$ cat src/rtl/alu_bist_pkg.sv
// Shared types and constants for the ALU built-in self-test controller.
package alu_bist_pkg;

    typedef enum logic [1:0] {
        IDLE  = 2'd0,
        RUN   = 2'd1,
        DRAIN = 2'd2,
        DONE  = 2'd3
    } state_e;

    localparam logic [15:0] DEF_POLY = 16'h1021;
    localparam logic [15:0] DEF_SEED = 16'hFFFF;

    // Width of the {sel,a,b} pattern counter for a given operand width.
    function automatic int pat_width(input int width);
        return 32'sd2 * width + 32'sd3;
    endfunction

endpackage

$ cat src/rtl/alu_bist_misr.sv
// Multiple-input signature register: folds one data word per enabled cycle
// into a Galois-style LFSR signature; srst reloads the seed.
module alu_bist_misr
    import alu_bist_pkg::*;
#(
    parameter int              SIG_W = 16,
    parameter int              DW    = 8,
    parameter logic [SIG_W-1:0] POLY = SIG_W'(DEF_POLY),
    parameter logic [SIG_W-1:0] SEED = SIG_W'(DEF_SEED)
) (
    input  logic             clk,
    input  logic             rst,
    input  logic             srst,
    input  logic             en,
    input  logic [DW-1:0]    data,
    output logic [SIG_W-1:0] sig,
    output logic [SIG_W-1:0] sig_nxt
);

    logic [SIG_W-1:0] sig_r;

    function automatic logic [SIG_W-1:0] misr_step(input logic [SIG_W-1:0] cur,
                                                   input logic [DW-1:0]    din);
        logic [SIG_W-1:0] fb_s;
        if (cur[SIG_W-1]) begin
            fb_s = POLY;
        end else begin
            fb_s = '0;
        end
        return (cur << 1'b1) ^ fb_s ^ SIG_W'(din);
    endfunction

    // Next signature; data is only looked at when enabled so idle X cannot leak in.
    always_comb begin
        sig_nxt = sig_r;
        if (en) begin
            sig_nxt = misr_step(sig_r, data);
        end else begin
            sig_nxt = sig_r;
        end
    end

    // Signature register.
    always_ff @(posedge clk or negedge rst) begin
        if (!rst) begin
            sig_r <= SEED;
        end else if (srst) begin
            sig_r <= SEED;
        end else begin
            sig_r <= sig_nxt;
        end
    end

    assign sig = sig_r;

endmodule

$ cat src/rtl/alu_bist.sv
// BIST controller for the ALU: walks every {sel,a,b} pattern, compresses the
// responses into a MISR and flags pass/fail against a golden signature.
module alu_bist
    import alu_bist_pkg::*;
#(
    parameter int               WIDTH  = 8,
    parameter int               LAT    = 0,
    parameter int               SIG_W  = 16,
    parameter logic [SIG_W-1:0] POLY   = SIG_W'(DEF_POLY),
    parameter logic [SIG_W-1:0] SEED   = SIG_W'(DEF_SEED),
    parameter logic [SIG_W-1:0] GOLDEN = '0
) (
    input  logic               clk,
    input  logic               rst,
    input  logic               start,
    output logic [WIDTH-1:0]   alu_a,
    output logic [WIDTH-1:0]   alu_b,
    output logic [2:0]         alu_sel,
    input  logic [WIDTH-1:0]   alu_out,
    output logic               busy,
    output logic               done,
    output logic               pass,
    output logic [SIG_W-1:0]   signature,
    output logic [2*WIDTH+3:0] pat_count
);

    localparam int PW = pat_width(WIDTH);
    localparam int CW = PW + 1;
    localparam logic [PW-1:0] CNT_ONE = {{(PW-1){1'b0}}, 1'b1};
    localparam logic [CW-1:0] PC_ONE  = {{(CW-1){1'b0}}, 1'b1};

    state_e           state_r, state_s;
    logic [PW-1:0]    cnt_r;
    logic [CW-1:0]    pat_count_r;
    logic             busy_r, done_r, pass_r;
    logic             issue_s, absorb_s, rest_s, last_s, start_s;
    logic [SIG_W-1:0] sig_nxt_s;

    assign issue_s = (state_r == RUN);
    assign last_s  = (cnt_r == {PW{1'b1}});
    assign start_s = start && ((state_r == IDLE) || (state_r == DONE));

    // The delay line lines issue-valid up with the ALU's response latency.
    generate
        if (LAT == 0) begin : g_nopipe
            assign absorb_s = issue_s;
            assign rest_s   = 1'b0;
        end else begin : g_pipe
            logic [LAT-1:0] vpipe_r;

            // Valid delay line, cleared on reset and on each accepted start.
            always_ff @(posedge clk or negedge rst) begin
                if (!rst) begin
                    vpipe_r <= '0;
                end else if (start_s) begin
                    vpipe_r <= '0;
                end else begin
                    vpipe_r <= (vpipe_r << 1'b1) | LAT'(issue_s);
                end
            end

            assign absorb_s = vpipe_r[LAT-1];
            // Anything still in flight besides the response absorbed this edge.
            assign rest_s   = |(vpipe_r << 1'b1);
        end
    endgenerate

    // State register.
    always_ff @(posedge clk or negedge rst) begin
        if (!rst) begin
            state_r <= IDLE;
        end else begin
            state_r <= state_s;
        end
    end

    // Next-state logic.
    always_comb begin
        state_s = state_r;
        case (state_r)
            IDLE: begin
                if (start) state_s = RUN;
                else       state_s = IDLE;
            end
            RUN: begin
                if (last_s) state_s = (LAT == 0) ? DONE : DRAIN;
                else        state_s = RUN;
            end
            DRAIN: begin
                if (!rest_s) state_s = DONE;
                else         state_s = DRAIN;
            end
            DONE: begin
                if (start) state_s = RUN;
                else       state_s = DONE;
            end
            default: state_s = IDLE;
        endcase
    end

    // Pattern counter; holds at all-ones once the last pattern is issued.
    always_ff @(posedge clk or negedge rst) begin
        if (!rst) begin
            cnt_r <= '0;
        end else if (start_s) begin
            cnt_r <= '0;
        end else if (issue_s && !last_s) begin
            cnt_r <= cnt_r + CNT_ONE;
        end else begin
            cnt_r <= cnt_r;
        end
    end

    // Absorbed-response counter.
    always_ff @(posedge clk or negedge rst) begin
        if (!rst) begin
            pat_count_r <= '0;
        end else if (start_s) begin
            pat_count_r <= '0;
        end else if (absorb_s) begin
            pat_count_r <= pat_count_r + PC_ONE;
        end else begin
            pat_count_r <= pat_count_r;
        end
    end

    // Status flags; pass is judged on the signature produced by the final absorb.
    always_ff @(posedge clk or negedge rst) begin
        if (!rst) begin
            busy_r <= 1'b0;
            done_r <= 1'b0;
            pass_r <= 1'b0;
        end else if (start_s) begin
            busy_r <= 1'b1;
            done_r <= 1'b0;
            pass_r <= 1'b0;
        end else if ((state_s == DONE) && (state_r != DONE)) begin
            busy_r <= 1'b0;
            done_r <= 1'b1;
            pass_r <= (sig_nxt_s == GOLDEN);
        end else begin
            busy_r <= busy_r;
            done_r <= done_r;
            pass_r <= pass_r;
        end
    end

    alu_bist_misr #(
        .SIG_W (SIG_W),
        .DW    (WIDTH),
        .POLY  (POLY),
        .SEED  (SEED)
    ) u_misr (
        .clk     (clk),
        .rst     (rst),
        .srst    (start_s),
        .en      (absorb_s),
        .data    (alu_out),
        .sig     (signature),
        .sig_nxt (sig_nxt_s)
    );

    assign alu_sel   = cnt_r[2*WIDTH+2:2*WIDTH];
    assign alu_a     = cnt_r[2*WIDTH-1:WIDTH];
    assign alu_b     = cnt_r[WIDTH-1:0];
    assign busy      = busy_r;
    assign done      = done_r;
    assign pass      = pass_r;
    assign pat_count = pat_count_r;

endmodule

$ cat config.mk
export PLATFORM = sky130hd
export DESIGN_NAME = alu_bist
export DESIGN_NICKNAME = d
export VERILOG_FILES = /design/src/rtl/alu_bist_pkg.sv /design/src/rtl/alu_bist_misr.sv /design/src/rtl/alu_bist.sv
export SDC_FILE = /design/constraint.sdc
export NUM_CORES = 1
export LEC_CHECK = 0
export CAP_MARGIN = 20
export CELL_PAD_IN_SITES_DETAIL_PLACEMENT = 0
export CELL_PAD_IN_SITES_GLOBAL_PLACEMENT = 1
export CORE_ASPECT_RATIO = 0.8
export CORE_MARGIN = 2
export CORE_UTILIZATION = 35
export DETAILED_ROUTE_END_ITERATION = 10
export MAX_ROUTING_LAYER = met4
export PLACE_DENSITY = 0.8
export SLEW_MARGIN = 30
export SYNTH_ARGS = -nofsm -noshare
export SYNTH_HDL_FRONTEND = slang
export SYNTH_SLANG_ARGS = --single-unit
$ cat constraint.sdc
create_clock -name clk -period 2.3 [get_ports clk]
set_input_delay 0.575 -clock clk [delete_from_list [all_inputs] [get_ports clk]]
set_output_delay 0.575 -clock clk [all_outputs]
set_load 0.01 [all_outputs]
==> flow_summary.ini <==
[floorplanning]
core-area_mm2 = 0.00860
die_h_um = 88.8
die_w_um = 110
ios = 69
start_util = 0.366
dieArea_mm2 = 0.00977
num_rows = 30

[synthesis]
synth-compound-area-share = 0.0859
synthXorXnorAreaFrac = 0.125
synth_seq_cells = 60
yosys.area_share.adder = 0.0239
synth.cell_area_mm2 = 0.00315
yosys.area.top_type = dfrtp_1
yosys_warnings = 0
ys_seq_area_frac = 0.484
syn_inst = 322
synth_top_family_by_area = simple AND/OR/NAND/NOR gates
muxShareOfSynthArea = 0.0350
synth_top_area_share = 0.350
syn-num-nets = 339
ys_types = 37
synth.area.top_cells = dfrtp_1 35%, dfstp_2 13%, xnor2_1 6.4%, xor2_1 6.1%, nor2_1 5.0%
avgSynthCellArea_um2 = 9.77
yosys.area_share.simple = 0.208

[sta]
finalMaxSlewViolations = 0
fmax_mhz = 475
layout_setup_ws_ns = 0.195
maxSlewHeadroom = 0.651
period_needed_ns = 2.11
finalHoldViolCount = 0
worstMarginPinSlew_ns = 0.519
post-route-period-util = 0.915
tns_ns = 0
holdWs_ns = 0.230
finalClockSkew_ns = 0.00590
setup_viol = 0
grt_setup_unrepaired = false

[finish]
nets = 408
n_antenna_cell = 0
final_util = 0.484
nFillCells = 814
areaGrowthSynthToFinish_pct = 32.3
fin_area_mm2 = 0.00416
drive_gt1_frac = 0.121

[grt]
grt_pass1_wl_mm = 11.7
grt_max_degree = 61
antenna_found_initial = 0
grt_overflow = 0
track_usage = 0.161
grt_pass1_vias = 2384

[clocking]
ctsLongestPathBuffers = 2
postCtsResizedCells = 0
hold_buffers = 0
cts_tree = done
cts_sinks = 60
clock_latency_ns = 0.34
root_buffer = clkbuf_8
clkTransAtPathRegs_ns = 0.07
postCtsSetupRepairBufs = 0
htree_levels = 3
cts-buffers-inserted = 9

[setup_path]
path_buf_inv = 1
worst_setup_path_start_kind = flop
required_ns = 1.73
worstPathCellList = clkdlybuf4s50_1
r2r-end = cnt_r[16]
rr_startpoint = state_r[1]
path_delay_family = flip-flops
crit_path_max_fanout = 8
worstPathArrival_ns = 1.53
cp_slowest_cell = dfstp_2
cpPeakStageDelay_ns = 0.63
end_kind = output port
crit_type = flop to output port
rr_worst_depth = 7
r2r_slack_ns = 0.32

[placement]
gp_congestion = 0.810
placed_cell_area_mm2 = 0.00395
dp_hpwl_mm = 4.99
place_ws_ns = 0.146
io_buffers = 68

[power_and_ir_drop]
p_leak_uw = 0.00179
ir_drop_v = 0.000571
pwr_density_cell_mw_per_mm2 = 1060

[detailed_routing]
avgViaCountPerCell = 4.99
dr.pass1.iters = 5
wire_per_inst_um = 13.8
drt_iter0_drc = 55
wirelength_mm = 7.02
drtAntennaViolNets = 0
num_vias = 2536
drcViolationCount = 0

[min_path]
hp-class = input pin to asynchronous set/reset pin

[run_status]
status = finished clean

[flow_run]
cap_violations = 0
## through the flow
step	cells	total power, uW
3_5_place_dp	492	3400
6_report	508	4410
2_1_floorplan	322	2570
3_3_place_gp	492	3370
5_1_grt	508	4720
4_1_cts	508	4470
## cell families (layout without fill, tap and decap cells)
| logic type | Yosys count | in the layout |
|---|---|---|
| DFF | 60 | 60 |
| buffers and inverters | 25 | 99 |
| adders and majority gates | 6 | 6 |
| AOI/OAI and AO/OA | 39 | 39 |
| muxes | 11 | 11 |
| xor gates and xnor gates | 45 | 45 |
| and+or+nand+nor | 136 | 136 |
## Yosys cell counts, drive strengths merged
cell     count
clkbuf       6
a21oi        7
xor2        22
and3         4
a2111oi      2
nor4         3
inv          7
nand3       10
or4          1
a211oi       3
o21a         1
nand2       39
or3          1
nor2        42
and2         5
o21ai       14
a21boi       1
and4         7
xnor2       23
o31ai        1
buf         12
nor3         8
nor2b        1
o211ai       5
a31oi        2
dfstp       16
ha           6
o2111ai      3
mux2i       11
dfrtp       44
nand2b       3
nand4       12
## how the worst max path moves through the flow
| stage | start | end | slack, ns | cells after the start |
|---|---|---|---|---|
| after detailed placement | start | cnt_r[17] | 0.15 | 6 |
| after global routing | state_r[1] | cnt_r[16] | 0.12 | 7 |
| after CTS | u_misr.sig[15] | signature[15] | 0.17 | 1 |
| after global placement | start | cnt_r[17] | 0.15 | 6 |
| after floorplan | cnt_r[0] | done | 0.50 | 8 |
| final | u_misr.sig[15] | signature[15] | 0.19 | 1 |
## cell type report
class / instances / area (um2) / area share
well taps: 112 / 140 / 0.0337
clock buffers: 11 / 141 / 0.0340
flip-flops and latches: 60 / 1520 / 0.365
inverters: 7 / 26.3 / 0.00631
clock inverters: 5 / 75.1 / 0.0180
repair buffers: 76 / 748 / 0.180
multi-input cells: 237 / 1510 / 0.363
## state kept, by name, summed over array words and instances (netlist names)
signal	count
done	1
state_r	2
cnt_r	19
busy	1
pass	1
u_misr.sig	16
pat_count	20
## report_power, final
| group | leakage [uW] | total, uW | internal, uW | switching [uW] |
|---|---|---|---|---|
| Sequential | 0.000732 | 1880 | 1470 | 408 |
| Combinational | 0.000943 | 1490 | 862 | 629 |
| Clock | 0.000113 | 1040 | 634 | 407 |
## routing by layer
layer	up-vias	track usage	share of wire
li1	1237	-	-
met1	1235	0.213	0.50
met2	58	0.231	0.44
met3	6	0.0538	0.054
met4	0	0.0529	0.0094
met5	-	-	0
## layout by cell type, fill, tap and decap left out, types with 8 or more instances in the layout
cell type | Yosys | layout
mux2i_1 | 11 | 11
nand4_1 | 11 | 11
o21ai_0 | 14 | 14
clkdlybuf4s50_1 | 0 | 67
nor2_1 | 42 | 42
clkbuf_8 | 0 | 10
nand2_1 | 39 | 39
xnor2_1 | 23 | 23
xor2_1 | 22 | 22
nor3_1 | 8 | 8
dfrtp_1 | 44 | 44
nand3_1 | 10 | 10
dfstp_2 | 16 | 16
Note: power is estimated with default switching activity, not from simulation.
